[config.mk]
export PLATFORM = sky130hd
export DESIGN_NAME = deser_serpar_multi
export DESIGN_NICKNAME = d
export VERILOG_FILES = /design/src/rtl/deser_serpar_multi.sv
export SDC_FILE = /design/constraint.sdc
export NUM_CORES = 1
export LEC_CHECK = 0
export CAP_MARGIN = 10
export CORE_ASPECT_RATIO = 1.75
export CORE_MARGIN = 2
export CORE_UTILIZATION = 41
export CTS_BUF_LIST = sky130_fd_sc_hd__clkbuf_8 sky130_fd_sc_hd__clkbuf_16
export DETAILED_ROUTE_END_ITERATION = 10
export PLACE_DENSITY = 0.62
export SYNTH_ARGS = -nofsm -noshare
export SYNTH_HDL_FRONTEND = slang
export SYNTH_SLANG_ARGS = --single-unit
[constraint.sdc]
create_clock -name clock -period 2.95 [get_ports clock]
set_input_delay 0.885 -clock clock [delete_from_list [all_inputs] [get_ports clock]]
set_output_delay 0.885 -clock clock [all_outputs]
set_load 0.005 [all_outputs]
[src/rtl/deser_serpar_multi.sv]
// deser_serpar_multi
//   Multi-lane serial-to-parallel framer. Each lane hunts for a header
//   pattern in its qualified serial bit stream, then assembles a
//   WORD_WIDTH-bit word MSB first and presents it with a one-cycle strobe.
//
// Ports
//   clock     : single clock (serial bit rate domain)
//   res       : synchronous, active-high reset
//   run       : enable; low forces every lane back to IDLE
//   ser       : serial data bit per lane
//   ser_en    : per-lane bit valid; ser[i] is consumed only when set
//   par       : parallel words, lane i at [i*WORD_WIDTH +: WORD_WIDTH]
//   write     : one-cycle strobe per lane qualifying its par slice
//   word_cnt  : per-lane emitted word count, lane i at [i*16 +: 16]
//   state_dbg : per-lane FSM state (00 IDLE, 01 HUNT, 10 SHIFT)
module deser_serpar_multi #(
  parameter int                 CHANNELS    = 2,
  parameter int                 WORD_WIDTH  = 16,
  parameter int                 HDR_LEN     = 4,
  parameter logic [HDR_LEN-1:0] HDR_PATTERN = 4'b0111
) (
  input  logic                           clock,
  input  logic                           res,
  input  logic                           run,
  input  logic [CHANNELS-1:0]            ser,
  input  logic [CHANNELS-1:0]            ser_en,
  output logic [CHANNELS*WORD_WIDTH-1:0] par,
  output logic [CHANNELS-1:0]            write,
  output logic [CHANNELS*16-1:0]         word_cnt,
  output logic [CHANNELS*2-1:0]          state_dbg
);

  localparam int BCW = (WORD_WIDTH > 1) ? $clog2(WORD_WIDTH) : 1;
  localparam int HCW = $clog2(HDR_LEN + 1);

  typedef enum logic [1:0] {
    ST_IDLE  = 2'b00,
    ST_HUNT  = 2'b01,
    ST_SHIFT = 2'b10
  } state_t;

  for (genvar i = 0; i < CHANNELS; i++) begin : g_lane
    state_t                  state_q, state_d;
    logic [HDR_LEN-1:0]      hdr_q, hdr_d, hdr_shift;
    logic [HCW-1:0]          hcnt_q, hcnt_d;
    logic [WORD_WIDTH-1:0]   word_q, word_d, word_shift;
    logic [BCW-1:0]          bcnt_q, bcnt_d;
    logic [WORD_WIDTH-1:0]   par_q, par_d;
    logic                    write_q, write_d;
    logic [15:0]             cnt_q, cnt_d;

    // New bit enters at the LSB; the oldest bit falls off the top.
    assign hdr_shift  = HDR_LEN'({hdr_q, ser[i]});
    assign word_shift = WORD_WIDTH'({word_q, ser[i]});

    always_comb begin
      state_d = state_q;
      hdr_d   = hdr_q;
      hcnt_d  = hcnt_q;
      word_d  = word_q;
      bcnt_d  = bcnt_q;
      par_d   = par_q;
      write_d = 1'b0;
      cnt_d   = cnt_q;
      case (state_q)
        ST_IDLE: begin
          if (run) begin
            state_d = ST_HUNT;
            hdr_d   = '0;
            hcnt_d  = '0;
          end
        end
        ST_HUNT: begin
          if (!run) begin
            state_d = ST_IDLE;
          end else if (ser_en[i]) begin
            hdr_d = hdr_shift;
            // hcnt saturates at HDR_LEN: it only has to prove that the
            // register holds a full window of bits taken in this hunt.
            if (hcnt_q != HCW'(HDR_LEN)) hcnt_d = hcnt_q + HCW'(1);
            if ((hdr_shift == HDR_PATTERN) && (hcnt_q >= HCW'(HDR_LEN - 1))) begin
              state_d = ST_SHIFT;
              bcnt_d  = '0;
            end
          end
        end
        ST_SHIFT: begin
          if (ser_en[i]) begin
            word_d = word_shift;
            bcnt_d = bcnt_q + BCW'(1);
            if (bcnt_q == BCW'(WORD_WIDTH - 1)) begin
              par_d   = word_shift;
              write_d = 1'b1;
              cnt_d   = cnt_q + 16'd1;
              state_d = ST_HUNT;
              hdr_d   = '0;
              hcnt_d  = '0;
              bcnt_d  = '0;
            end
          end
          // A word completing on the same edge is still emitted above;
          // dropping run only redirects the next state.
          if (!run) state_d = ST_IDLE;
        end
        default: state_d = ST_IDLE;
      endcase
    end

    always_ff @(posedge clock) begin
      if (res) begin
        state_q <= ST_IDLE;
        hdr_q   <= '0;
        hcnt_q  <= '0;
        word_q  <= '0;
        bcnt_q  <= '0;
        par_q   <= '0;
        write_q <= 1'b0;
        cnt_q   <= '0;
      end else begin
        state_q <= state_d;
        hdr_q   <= hdr_d;
        hcnt_q  <= hcnt_d;
        word_q  <= word_d;
        bcnt_q  <= bcnt_d;
        par_q   <= par_d;
        write_q <= write_d;
        cnt_q   <= cnt_d;
      end
    end

    assign par[i*WORD_WIDTH +: WORD_WIDTH] = par_q;
    assign write[i]                        = write_q;
    assign word_cnt[i*16 +: 16]            = cnt_q;
    assign state_dbg[i*2 +: 2]             = state_q;
  end

endmodule
==> results by group, run 1 <==
Routing
  • DRT iter0 DRCs: 155
  • Residual DRC count: 0
  • Vias per cell: 5.243
  • Via count: 4567
  • Routed WL: 12010 µm
  • DR WL/cell: 13.79 µm
  • DRT antenna net count: 0
  • Drt pass-1 iters: 6

Placement
  • Post-detail-place hpwl: 8327 µm
  • IO buf count: 76
  • RD Place Congestion: 0.8780

Yosys
  • Leading area contributor after synthesis: dfxtp_1
  • Post-synth EDFFs: 0
  • Top cells by area, synth: dfxtp_1 48%, nand2_1 11%, a21oi_1 9.3%
  • FFs w/ async S/R, synth: 0%
  • Yosys top cell area share: 47.75%
  • Top FF cell, synth: dfxtp_1
  • Synthesized area: 5031 µm²
  • Distinct cells, synth: 49
  • Flops & latches, synth: 120
  • Mean Syn Cell Area: 8.128 µm²
  • Synth warn: 0
  • Cells after Synth: 619
  • Register area share after synthesis: 47.75%
  • Net count after synthesis: 636

STA
  • FMAX: 0.4026 GHz
  • Final Skew: 0.007493 ns
  • Final TNS setup: 0 ns
  • Count of final setup violators: 0
  • Slew Viols, Final: 0
  • RSZ-0062 raised after global routing: false
  • Tmin final: 2.484 ns
  • Hold Fails Final Rpt: 0
  • Slew margin rel.: 61.10%
  • Part of the cycle the worst path needs: 84.20%
  • Slew at the pin closest to its max-slew limit: 0.5821 ns

GRT
  • Largest net degree at the start of global routing: 47
  • Antenna violations before repair: 0
  • All-layer global routing usage: 18.89%
  • Vias in the first global route: 4373
  • First-pass GRT wire length: 19800 µm
  • Overflow after GRT: 0

Clock network
  • CTS tree: built
  • Max Root-Sink Buffers: 2
  • TritonCTS buffer count: 17
  • CTS H-tree depth: 4
  • Worst-skew pair later-pin latency: 0.41 ns
  • CTS root buf: clkbuf_16
  • Total clock sinks: 120
  • Setup Fix Bufs, Post-CTS: 0
  • Hold Buf Count CTS: 0
  • Clk slew on worst S/H paths: 0.05 ns
  • Post_cts resized: 0

Critical path
  • WP buf/inv: 1
  • Slowest stage cell on the critical path: clkdlybuf4s50_1
  • Setup Crit Path Kind: reg2out
  • Critical path arrival: 1.60 ns
  • CP Max Fanout: 11
  • Crit start category: register
  • Largest incremental delay on the critical path: 0.61 ns
  • CP Data Required Time: 2.07 ns
  • CP delay by family, top: buffers and inverters
  • Setup crit end kind: output port
  • Crit-path cells: clkdlybuf4s50_1
  • R2R setup slack: 0.84 ns

Die
  • Die width: 87.74 µm
  • Die area: 13210 µm²
  • Core area: 12000 µm²
  • Row Count: 53
  • Die outline height: 150.5 µm
  • Top Ports: 77
  • Initial Util: 41.92%

Outcome
  • Status: completed

Power and ir drop
  • Worst vdd ir: 0.0004053 V
  • Total power: 3.715 mW
  • Power Density: 568.2 nW/µm²
  • Leakage power: 2.184 nW

Finish
  • Diode count: 0
  • # nets final: 710
  • Layout area overhead: 29.94%
  • Share of cells above drive strength 1: 7.932%

Hold path
  • Min-delay worst type: reg2reg

Run
  • Max Cap Viol: 0
stage by stage:
stage | setup slack (ns) | cells | utilization (%) | hold slack (ns) | instance area (µm²)
floorplan | 0.6517 | 619 | - | 0.4267 | 5031
global placement | 0.2275 | 839 | 49.67 | 0.4375 | 5962
detailed placement | 0.2272 | 839 | 49.67 | 0.4457 | 5962
CTS | 0.4449 | 871 | 54.47 | 0.4531 | 6538
global route | 0.3851 | 871 | 54.47 | 0.4663 | 6538
finish | 0.4661 | 871 | 54.47 | 0.4503 | 6538
cell usage in the layout (no fill, tap or decap), types with 9 or more instances in the layout:
master             n
a21oi_1           93
buf_4             17
clkbuf_16         17
clkdlybuf4s50_1   75
dfxtp_1          120
ha_1              10
inv_1             19
nand2_1          145
nand3_1           26
nand4_1            9
nor2_1            28
nor3_1            10
o21ai_0           12
o31ai_1           12
or4_1              9
xnor2_1           14
flip-flops by register name (all words and copies together), names as in the netlist:
signal	cells
g_lane.word_q	30
g_lane.bcnt_q	8
g_lane.write_q	2
g_lane.hcnt_q	6
g_lane.cnt_q	32
g_lane.hdr_q	6
g_lane.par_q	32
g_lane.state_q	4
layer usage:
metal,wire (µm),part of all wire [%],track usage (%)
met1,4976,41,20.69
met2,6361,53,33.67
met3,453,3.8,5.373
met4,216,1.8,7.308
met5,0,0,0
final timing paths:
check | start | endpoint | cells after the start
max | g_lane[1].state_q[1]$_SDFFE_PP0P_ | state_dbg[3] | 1
min reg2reg | g_lane[1].par_q[12]$_SDFFE_PP0P_ | g_lane[1].par_q[12]$_SDFFE_PP0P_ | 2
max reg2reg | g_lane[1].bcnt_q[0]$_SDFFE_PP0P_ | g_lane[1].cnt_q[11]$_SDFFE_PP0P_ | 5
min | g_lane[1].par_q[12]$_SDFFE_PP0P_ | g_lane[1].par_q[12]$_SDFFE_PP0P_ | 2
cells by family (layout without fill, tap and decap cells):
logic type | after synthesis | count (layout) | share of synthesized area (%)
simple gates | 279 | 279 | 26.49
compound gates | 138 | 138 | 15.62
flops | 120 | 120 | 47.75
buf+inv | 53 | 140 | 4.253
xor+xnor | 17 | 17 | 2.960
fa+ha+maj | 10 | 10 | 2.487
mux | 2 | 2 | 0.4476
Yosys cell counts (all sizes together) (7+ instances only):
master,number
buf,11
a21oi,93
inv,16
nand2,145
dfxtp,120
clkbuf,26
nand2b,7
nor3,10
ha,10
o31ai,12
or3,7
nand4,10
or4,9
nand3,28
o21ai,12
nor2,29
xnor2,14
power by group:
| part | internal, mW | total [mW] | switching (mW) |
|---|---|---|---|
| sequential | 1.63 | 1.63 | 0.00572 |
| clock | 1.29 | 2.00 | 0.713 |
| combinational | 0.0283 | 0.0820 | 0.0537 |
worst min-delay path, delay by kind of cell (launching register included):
| family | cells | cell delay [ns] |
|---|---|---|
| AND/OR/NAND/NOR | 1 | 0.05 |
| flip-flops | 1 | 0.30 |
| AO/OA/AOI/OAI | 1 | 0.05 |
area by class of cell:
type | count | area, µm²
multi-input cells | 446 | 2415
repair buffers | 92 | 878.3
clock buffers | 20 | 466.7
flip-flops and latches | 120 | 2402
inverters | 16 | 60.06
fillers | 1107 | 5465
well taps | 165 | 206.4
clock inverters | 12 | 108.9
No activity file was read; power rests on OpenSTA's default activity.
==> inputs of run 2 (changes only) <==
==> constraint.sdc (replaced) <==
create_clock -name clock -period 2.3 [get_ports clock]
set_input_delay 0.69 -clock clock [delete_from_list [all_inputs] [get_ports clock]]
set_output_delay 0.69 -clock clock [all_outputs]
set_load 0.005 [all_outputs]
==> run 2 against run 1 <==
  * Sequential power up 28%
  * Utilization up 1.6 points
  * Critical path depth unchanged
  * Wire length down 1.2%
  * Die area unchanged
  * Non-clock buffer count up 20
  * Count of clock-buffer cells in the layout unchanged
  * Clock power up 28%
  * Global-route usage down 0.30 points
  * Total power up 28%
  * Hold slack worse by 0.0014 ns
  * Combinational power up 38%
==> results by group, run 2 (synthesis results as in run 1) <==
Outcome
  • Status: completed

Critical path
  • CP Max Fanout: 12 (+1)
  • Setup Crit Path Kind: reg2out
  • CP Data Required Time: 1.61 ns (-0.46 ns)
  • CP delay by family, top: buffers and inverters
  • Critical path arrival: 1.50 ns (-0.10 ns)
  • WP buf/inv: 1 (unchanged)
  • Slowest stage cell on the critical path: clkdlybuf4s50_1
  • Largest incremental delay on the critical path: 0.57 ns (-0.04 ns)
  • Crit start category: register
  • Setup crit end kind: output port
  • Crit-path cells: clkdlybuf4s50_1

GRT
  • Largest net degree at the start of global routing: 50 (+6.4%)
  • First-pass GRT wire length: 19780 µm (-0.11%)
  • GRT busiest layer: met2
  • Met1 Use GR: 20.15% (-0.54 points)
  • Vias in the first global route: 4398 (+0.57%)
  • All-layer global routing usage: 18.59% (-0.30 points)
  • Antenna violations before repair: 0 (unchanged)
  • Routing usage on met3: 5.537% (+0.16 points)
  • Met2 GRT Util: 33.37% (-0.30 points)
  • Overflow after GRT: 0 (unchanged)

Clock network
  • Worst-skew pair later-pin latency: 0.41 ns (about the same)
  • CTS tree: built
  • Hold Buf Count CTS: 0 (unchanged)
  • Post_cts resized: 0 (unchanged)
  • CTS root buf: clkbuf_16
  • TritonCTS buffer count: 17 (unchanged)
  • Clk slew on worst S/H paths: 0.05 ns (about the same)
  • Setup Fix Bufs, Post-CTS: 0 (unchanged)
  • CTS H-tree depth: 4 (unchanged)
  • Total clock sinks: 120 (unchanged)
  • Max Root-Sink Buffers: 2 (unchanged)

Routing
  • DR WL/cell: 13.35 µm (-3.2%)
  • DRT antenna net count: 0 (unchanged)
  • Residual DRC count: 0 (unchanged)
  • Drt pass-1 iters: 4 (-2)
  • Via count: 4577 (+0.22%)
  • Vias per cell: 5.148 (-1.8%)
  • Routed WL: 11870 µm (-1.2%)
  • DRT iter0 DRCs: 231 (+49%)

STA
  • Count of final setup violators: 0 (unchanged)
  • Min Hold Slack: 0.4488 ns (-0.001405 ns)
  • Worst Slack Setup Final: 0.1100 ns (-0.3561 ns)
  • Slew at the pin closest to its max-slew limit: 0.5353 ns (-0.04683 ns)
  • Tmin final: 2.190 ns
  • RSZ-0062 raised after global routing: false
  • Part of the cycle the worst path needs: 95.22%
  • Slew Viols, Final: 0 (unchanged)
  • FMAX: 0.4566 GHz
  • Slew margin rel.: 64.31% (+3.2 points)
  • Hold Fails Final Rpt: 0 (unchanged)
  • Final Skew: 0.01049 ns (+0.002992 ns)

Die
  • Core area: 12000 µm² (unchanged)
  • Die width: 87.74 µm (unchanged)
  • Top Ports: 77 (unchanged)
  • Die outline height: 150.5 µm (unchanged)
  • Die area: 13210 µm² (unchanged)
  • Initial Util: 41.92% (unchanged)
  • Row Count: 53 (unchanged)

Finish
  • Most frequent cells in the layout: 145 x nand2_1, 119 x dfxtp_1, 93 x a21oi_1
  • Diode count: 0 (unchanged)
  • Share of cells above drive strength 1: 10.50% (+2.6 points)
  • Largest registers: g_lane.cnt_q x32, g_lane.par_q x32, g_lane.word_q x30
  • # nets final: 730 (+2.8%)
  • Final std cells w/o fill: 889 (+2.1%)
  • Util after Layout: 56.11% (+1.6 points)
  • Most common cell after layout, fill and taps aside: nand2_1
  • Layout area overhead: 33.87%

Power and ir drop
  • Switch Pwr: 0.9879 mW (+28%)
  • Reg power frac: 43.9% (about the same)
  • Leakage power: 2.279 nW (+4.3%)
  • Total power: 4.766 mW (+28%)
  • Power Density: 707.6 nW/µm² (+25%)
  • Worst vdd ir: 0.0005333 V (+32%)
  • Pint: 3.778 mW (+28%)
  • Net Sw Frac: 20.73% (-0.056 points)
  • Clock power frac: 53.7% (-0.2 points)
  • Combinational share of power: 2.4% (+0.2 points)

Hold path
  • Min-delay worst type: reg2reg

Placement
  • RD Place Congestion: 0.8304 (-5.4%)
  • Cell total after placement: 859 (+2.4%)
  • IO buf count: 76 (unchanged)
  • Pre-CTS WS: -0.2230 ns (-0.4502 ns)
  • Post-detail-place hpwl: 8326 µm (about the same)

Run
  • Max Cap Viol: 0 (unchanged)
## run 2: cell type report
cell class / instances / area (µm²)
clock buffer: 20 / 466.7
sequential: 120 / 2404
inverter: 16 / 60.06
timing repair buffer: 112 / 1079
fill: 1129 / 5268
multi-input combinational: 446 / 2415
tap: 165 / 206.4
clock inverter: 10 / 105.1
## run 2: per-stage QoR
| stage | instance area, µm² | TNS [ns] |
|---|---|---|
| 2_1_floorplan | 5031 | 0 |
| 4_1_cts | 6734 | 0 |
| 3_5_place_dp | 6162 | -1.617 |
| 6_report | 6735 | 0 |
| 5_1_grt | 6735 | 0 |
| 3_3_place_gp | 6162 | -1.010 |
## run 2: power groups by stage
stage | clock network (mW) | registers (mW) | logic (mW)
3_5_place_dp | 0 | 2.14 | 0.112
3_3_place_gp | 0 | 2.14 | 0.109
4_1_cts | 2.60 | 2.09 | 0.113
5_1_grt | 2.71 | 2.09 | 0.123
6_report | 2.56 | 2.09 | 0.113
2_1_floorplan | 0 | 2.13 | 0.0648
## run 2: metal layers
metal	share of wire, %	up-vias
met5	0	-
met4	1.3	0
met3	3.3	13
met2	54	66
met1	42	2172
li1	-	2326
## run 2: worst paths after layout
check | start | endpoint | slack (ns) | cells after the start
max | g_lane[0].state_q[0]$_SDFFE_PP0P_ | state_dbg[0] | 0.11 | 1
min | g_lane[1].par_q[11]$_SDFFE_PP0P_ | g_lane[1].par_q[11]$_SDFFE_PP0P_ | 0.45 | 2
max reg2reg | g_lane[1].bcnt_q[0]$_SDFFE_PP0P_ | g_lane[1].cnt_q[13]$_SDFFE_PP0P_ | 0.22 | 5
min reg2reg | g_lane[1].par_q[11]$_SDFFE_PP0P_ | g_lane[1].par_q[11]$_SDFFE_PP0P_ | 0.45 | 2
